### src/rtl/pwm_pkg.sv
// pwm_pkg: definitions shared by the PWM DAC and the PWM demodulator.
//   demod_state_t         : demodulator alignment state (HUNT / LOCKED)
//   PWM_CYCLES_PER_WINDOW : default clocks per PWM window, common to DAC and demod
package pwm_pkg;

  typedef enum logic {
    HUNT   = 1'b0,
    LOCKED = 1'b1
  } demod_state_t;

  localparam int PWM_CYCLES_PER_WINDOW = 1024;

endpackage : pwm_pkg

### src/rtl/pwm_demod_synchronizer.sv
// pwm_demod_synchronizer: STAGES-deep single-bit flop chain used to bring the
// PWM pin into the clk domain (STAGES = 2 for asynchronous sources, 1 for a
// plain capture flop when the source already runs on clk).
//   clk   : system clock
//   rst_n : asynchronous active-low reset, clears every stage to 0
//   d     : raw input
//   q     : input delayed by STAGES clocks
module pwm_demod_synchronizer #(
  parameter int STAGES = 2
) (
  input  logic clk,
  input  logic rst_n,
  input  logic d,
  output logic q
);

  logic [STAGES-1:0] stage_reg;
  logic [STAGES-1:0] stage_next;

  // Each stage takes the previous one; stage 0 takes the pin.
  genvar gi;
  generate
    for (gi = 0; gi < STAGES; gi++) begin : g_stage
      if (gi == 0) begin : g_first
        assign stage_next[gi] = d;
      end else begin : g_rest
        assign stage_next[gi] = stage_reg[gi-1];
      end
    end
  endgenerate

  always_ff @(posedge clk or negedge rst_n) begin
    if (!rst_n) begin
      stage_reg <= '0;
    end else begin
      stage_reg <= stage_next;
    end
  end

  assign q = stage_reg[STAGES-1];

endmodule : pwm_demod_synchronizer

### src/rtl/pwm_demod.sv
// pwm_demod: recovers the duty code of a PWM waveform by counting its high
// clocks over windows of CYCLES_PER_WINDOW clocks. The window is aligned to
// the rising edge the DAC emits at every window start.
//
// Build option: define PWM_DEMOD_SYNC_EN to pass pwm through a 2-flop
// synchronizer (asynchronous/off-chip source). Without it pwm is captured by a
// single flop (same-clock loopback), one clock less latency.
//
// Ports:
//   clk        : system clock
//   rst_n      : asynchronous active-low reset
//   pwm        : PWM input, may be asynchronous to clk
//   code       : last recovered duty code, held between windows
//   code_valid : one-cycle pulse when code is updated
//   locked     : high once a window start has been found (cleared by reset)
//   relock     : one-cycle pulse when a misaligned rising edge realigns the window
module pwm_demod
  import pwm_pkg::*;
#(
  parameter  int CYCLES_PER_WINDOW = PWM_CYCLES_PER_WINDOW,
  localparam int CODE_WIDTH        = $clog2(CYCLES_PER_WINDOW)
) (
  input  logic                  clk,
  input  logic                  rst_n,
  input  logic                  pwm,
  output logic [CODE_WIDTH-1:0] code,
  output logic                  code_valid,
  output logic                  locked,
  output logic                  relock
);

  localparam int CNT_WIDTH = CODE_WIDTH + 1;
  localparam logic [CODE_WIDTH-1:0] POS_LAST  = CODE_WIDTH'(CYCLES_PER_WINDOW - 1);
  localparam logic [CODE_WIDTH-1:0] POS_ONE   = CODE_WIDTH'(1);
  localparam logic [CNT_WIDTH-1:0]  CNT_ONE   = CNT_WIDTH'(1);
  localparam logic [CNT_WIDTH-1:0]  CODE_MAX  = CNT_WIDTH'((1 << CODE_WIDTH) - 1);

`ifdef PWM_DEMOD_SYNC_EN
  localparam int SYNC_STAGES = 2;
`else
  localparam int SYNC_STAGES = 1;
`endif

  logic pwm_s;
  logic pwm_q_reg;
  logic rise;

  demod_state_t          state_reg;
  logic [CODE_WIDTH-1:0] pos_reg;     // window position of the current cycle
  logic [CNT_WIDTH-1:0]  hi_cnt_reg;  // high clocks seen before the current cycle
  logic [CNT_WIDTH-1:0]  hi_cnt_next; // count including the current cycle
  logic [CODE_WIDTH-1:0] code_next;   // saturated final count
  logic [CODE_WIDTH-1:0] code_reg;
  logic                  code_valid_reg;
  logic                  locked_reg;
  logic                  relock_reg;

  pwm_demod_synchronizer #(
    .STAGES (SYNC_STAGES)
  ) u_sync (
    .clk   (clk),
    .rst_n (rst_n),
    .d     (pwm),
    .q     (pwm_s)
  );

  always_ff @(posedge clk or negedge rst_n) begin
    if (!rst_n) begin
      pwm_q_reg <= 1'b0;
    end else begin
      pwm_q_reg <= pwm_s;
    end
  end

  assign rise        = pwm_s & ~pwm_q_reg;
  assign hi_cnt_next = hi_cnt_reg + {{CODE_WIDTH{1'b0}}, pwm_s};
  // Only an all-high window with a power-of-two length can exceed the code range.
  assign code_next   = (hi_cnt_next > CODE_MAX) ? CODE_MAX[CODE_WIDTH-1:0]
                                                : hi_cnt_next[CODE_WIDTH-1:0];

  always_ff @(posedge clk or negedge rst_n) begin
    if (!rst_n) begin
      state_reg      <= HUNT;
      pos_reg        <= '0;
      hi_cnt_reg     <= '0;
      code_reg       <= '0;
      code_valid_reg <= 1'b0;
      locked_reg     <= 1'b0;
      relock_reg     <= 1'b0;
    end else begin
      code_valid_reg <= 1'b0;
      relock_reg     <= 1'b0;
      case (state_reg)
        HUNT: begin
          // The rise cycle is position 0 and already counts as one high clock,
          // so the registers step straight to position 1.
          if (rise) begin
            state_reg  <= LOCKED;
            locked_reg <= 1'b1;
            pos_reg    <= POS_ONE;
            hi_cnt_reg <= CNT_ONE;
          end
        end
        LOCKED: begin
          if (rise && (pos_reg != '0)) begin
            // Edge where none belongs: drop the partial window and restart
            // with this cycle as position 0.
            relock_reg <= 1'b1;
            pos_reg    <= POS_ONE;
            hi_cnt_reg <= CNT_ONE;
          end else if (pos_reg == POS_LAST) begin
            code_reg       <= code_next;
            code_valid_reg <= 1'b1;
            pos_reg        <= '0;
            hi_cnt_reg     <= '0;
          end else begin
            pos_reg    <= pos_reg + POS_ONE;
            hi_cnt_reg <= hi_cnt_next;
          end
        end
        default: begin
          state_reg <= HUNT;
        end
      endcase
    end
  end

  assign code       = code_reg;
  assign code_valid = code_valid_reg;
  assign locked     = locked_reg;
  assign relock     = relock_reg;

endmodule : pwm_demod
### config.mk
export PLATFORM = sky130hd
export DESIGN_NAME = pwm_demod
export DESIGN_NICKNAME = d
export VERILOG_FILES = /design/src/rtl/pwm_pkg.sv /design/src/rtl/pwm_demod_synchronizer.sv /design/src/rtl/pwm_demod.sv
export SDC_FILE = /design/constraint.sdc
export NUM_CORES = 1
export LEC_CHECK = 0
export BUFFER_PORTS_ARGS = -buffer_cell sky130_fd_sc_hd__buf_2
export CORE_UTILIZATION = 35
export CTS_BUF_LIST = sky130_fd_sc_hd__clkbuf_8
export DETAILED_ROUTE_END_ITERATION = 12
export GPL_TIMING_DRIVEN = 0
export SETUP_SLACK_MARGIN = 0.4
export SYNTH_ARGS = -nofsm -noshare
export SYNTH_HDL_FRONTEND = slang
export SYNTH_SLANG_ARGS = --single-unit
### constraint.sdc
create_clock -name clk -period 4.2 [get_ports clk]
set_input_delay 0 -clock clk [delete_from_list [all_inputs] [get_ports clk]]
set_output_delay 0 -clock clk [all_outputs]
set_load 0.01 [all_outputs]
==> out/metrics.yaml <==
fill_cells: 517
cp-end-kind: "flip-flop"
synth_seq_cells: 37
maxSlewHeadroom: 0.4255
cp.arrival_ns: 2.58
netlist_instances: 190
io_buffers: 15
cts_resized: 0
seq_area_frac_synth: 0.4774
drtPass1Iterations: 4
power_density_nw_per_um2: 414.6
path_delay_family: "compound AO/OA/AOI/OAI gates"
num_vias: 1559
synth_cell_type_count: 47
fin_crit_sh: 0.5803
critical_path.most_common_cell: "ha_1"
place_congestion: 0.8085
cts.sinks: 37
final-seq-area_um2: 925.9
grt_antenna_before_repair: 0
cts_tree: "yes"
fin_nets: 221
ys_warn_count: 0
cts-hold-fix-buffers: 2
drv_cap: 0
initial_core_util: 0.3703
r2r-start: "u_sync.q"
rows: 26
die_w_um: 76.44
drv_slew: 0
r2r_end: "code[5]"
cts_made_buffers: 5
cts-root-buf: "clkbuf_8"
setup_tns_ns: 0
drtIter0Drc: 80
worstSetupPathType: "reg -> reg"
worstPathCellList: "ha_1, ha_1, nand4_1, o31a_1, a2111oi_4, a31oi_1"
grt_overflow: 0
synthesis.nets: 197
path_buf_inv: 0
fin_crit_ns: 2.437
ff2ff_path_depth: 6
drc_errors: 0
drive_above_1_share: 0.1628
antenna_left: 0
routed_wl_um: 4390
finalHoldViolCount: 0
hold_path_class: "in -> async"
synth_area_um2: 1939
area_growth_pct: 13.68
ys.flop_type: "dfrtp_1"
largest_reg_flops: 11
async_reset_ff_frac: 1.000
wl_per_cell_um: 15.40
worst_pin_slew_ns: 0.8577
core_um2: 5238
clockBufferDepth: 2
ios: 16
fmax_mhz: 410.3
clk_pin_slew_ns: 0.07
die_area_um2: 5843
syn_avg_cell_area_um2: 10.21
diodes: 0
hpwlAfterDp_um: 3050
drt-vias-per-instance: 5.470
die_y_um: 76.44
grt_usage: 0.1703
cp-startpoint: "u_sync.q"
grt_max_degree: 38
leakage_uw: 0.0009800
peakVddDrop_mv: 0.2191
slowest_delay_ns: 0.59
outcome: "finished clean"
critPathRequiredTime_ns: 4.34
whs_ns: 0.3364
power_uw: 914.1
final_common_cell: "dfrtp_1"
ff2ff_setup_slack_ns: 1.76
post_cts_buffers: 0
clk_latency_ns: 0.30
path_max_fanout: 8
rsz0062_at_grt: "false"
final_cell_mix: "dfrtp_1 (37), nand2_1 (20), buf_2 (16)"
htree_levels: 2
grt_pass1_wl_um: 7700
grt_pass1_vias: 1544
cp-start-kind: "flip-flop"
clock_skew_ns: 0.006585
synth_edf_count: 0
finalSetupViolations: 0
slowest_stage: "a2111oi_4"
multi_input_area_um2: 937.1
where the power goes:
part           switching, uW  total, uW  internal (uW)  leakage (uW)
Clock                    131        244            113     0.0000491
Combinational            138        228           90.5      0.000440
Sequential              44.8        443            398      0.000490
Total                    313        914            601      0.000980
through the flow:
step	worst slack [ns]	cell area (um2)	std cells	util
6_report	1.763	2205	285	0.4209
5_1_grt	1.576	2205	285	0.4209
3_3_place_gp	1.803	2102	275	0.4013
4_1_cts	1.733	2205	285	0.4209
2_1_floorplan	2.146	1939	190	-
3_5_place_dp	1.760	2102	275	0.4013
per-layer routing:
layer / share of wire / GRT usage / vias up / wire [um]
li1: - / - / 751 / -
met1: 0.51 / 0.2428 / 777 / 2259
met2: 0.43 / 0.2441 / 22 / 1908
met3: 0.031 / 0.03353 / 9 / 137
met4: 0.019 / 0.08462 / 0 / 85
met5: 0 / 0 / - / 0
worst max path at each step:
stage,slack (ns),depth (start not counted),end
3_3_place_gp,1.80,6,code[5]
2_1_floorplan,2.15,6,code[6]
4_1_cts,1.73,6,code[5]
5_1_grt,1.58,6,code[5]
6_report,1.76,6,code[5]
3_5_place_dp,1.76,6,code[7]
synthesized netlist by cell type, types with 5 or more instances:
master | count | area (um2)
xnor2_1 | 6 | 52.55
nand2_1 | 20 | 75.07
nor2_1 | 12 | 45.04
a2bb2oi_1 | 7 | 61.31
clkbuf_1 | 7 | 26.28
dfrtp_1 | 37 | 925.9
o21ai_0 | 12 | 60.06
inv_1 | 9 | 33.78
nor3_1 | 5 | 25.02
nand3_1 | 9 | 45.04
kinds of logic after synthesis:
kind of cell,synth area share
multiplexers,0.02129
buffers and inverters,0.03935
AND/OR/NAND/NOR,0.1813
XOR/XNOR,0.04516
AO/OA/AOI/OAI,0.2097
adder cells (fa/ha/maj),0.02581
flip-flops,0.4774
final cells by class:
type	count	share of cell area
Clock inverter	3	0.006243
Multi-Input combinational cell	135	0.4251
Timing Repair Buffer	17	0.04313
Clock buffer	5	0.03121
Tap cell	70	0.03973
Buffer	9	0.01930
Sequential cell	37	0.4200
Inverter	9	0.01532
worst reg2reg max path, cell delays in order (launching register included):
cell and delay [ns]:
dfrtp_1 0.40, ha_1 0.21, ha_1 0.32, nand4_1 0.22, o31a_1 0.39, a2111oi_4 0.59, a31oi_1 0.16
No activity file was read; power rests on OpenSTA's default activity.
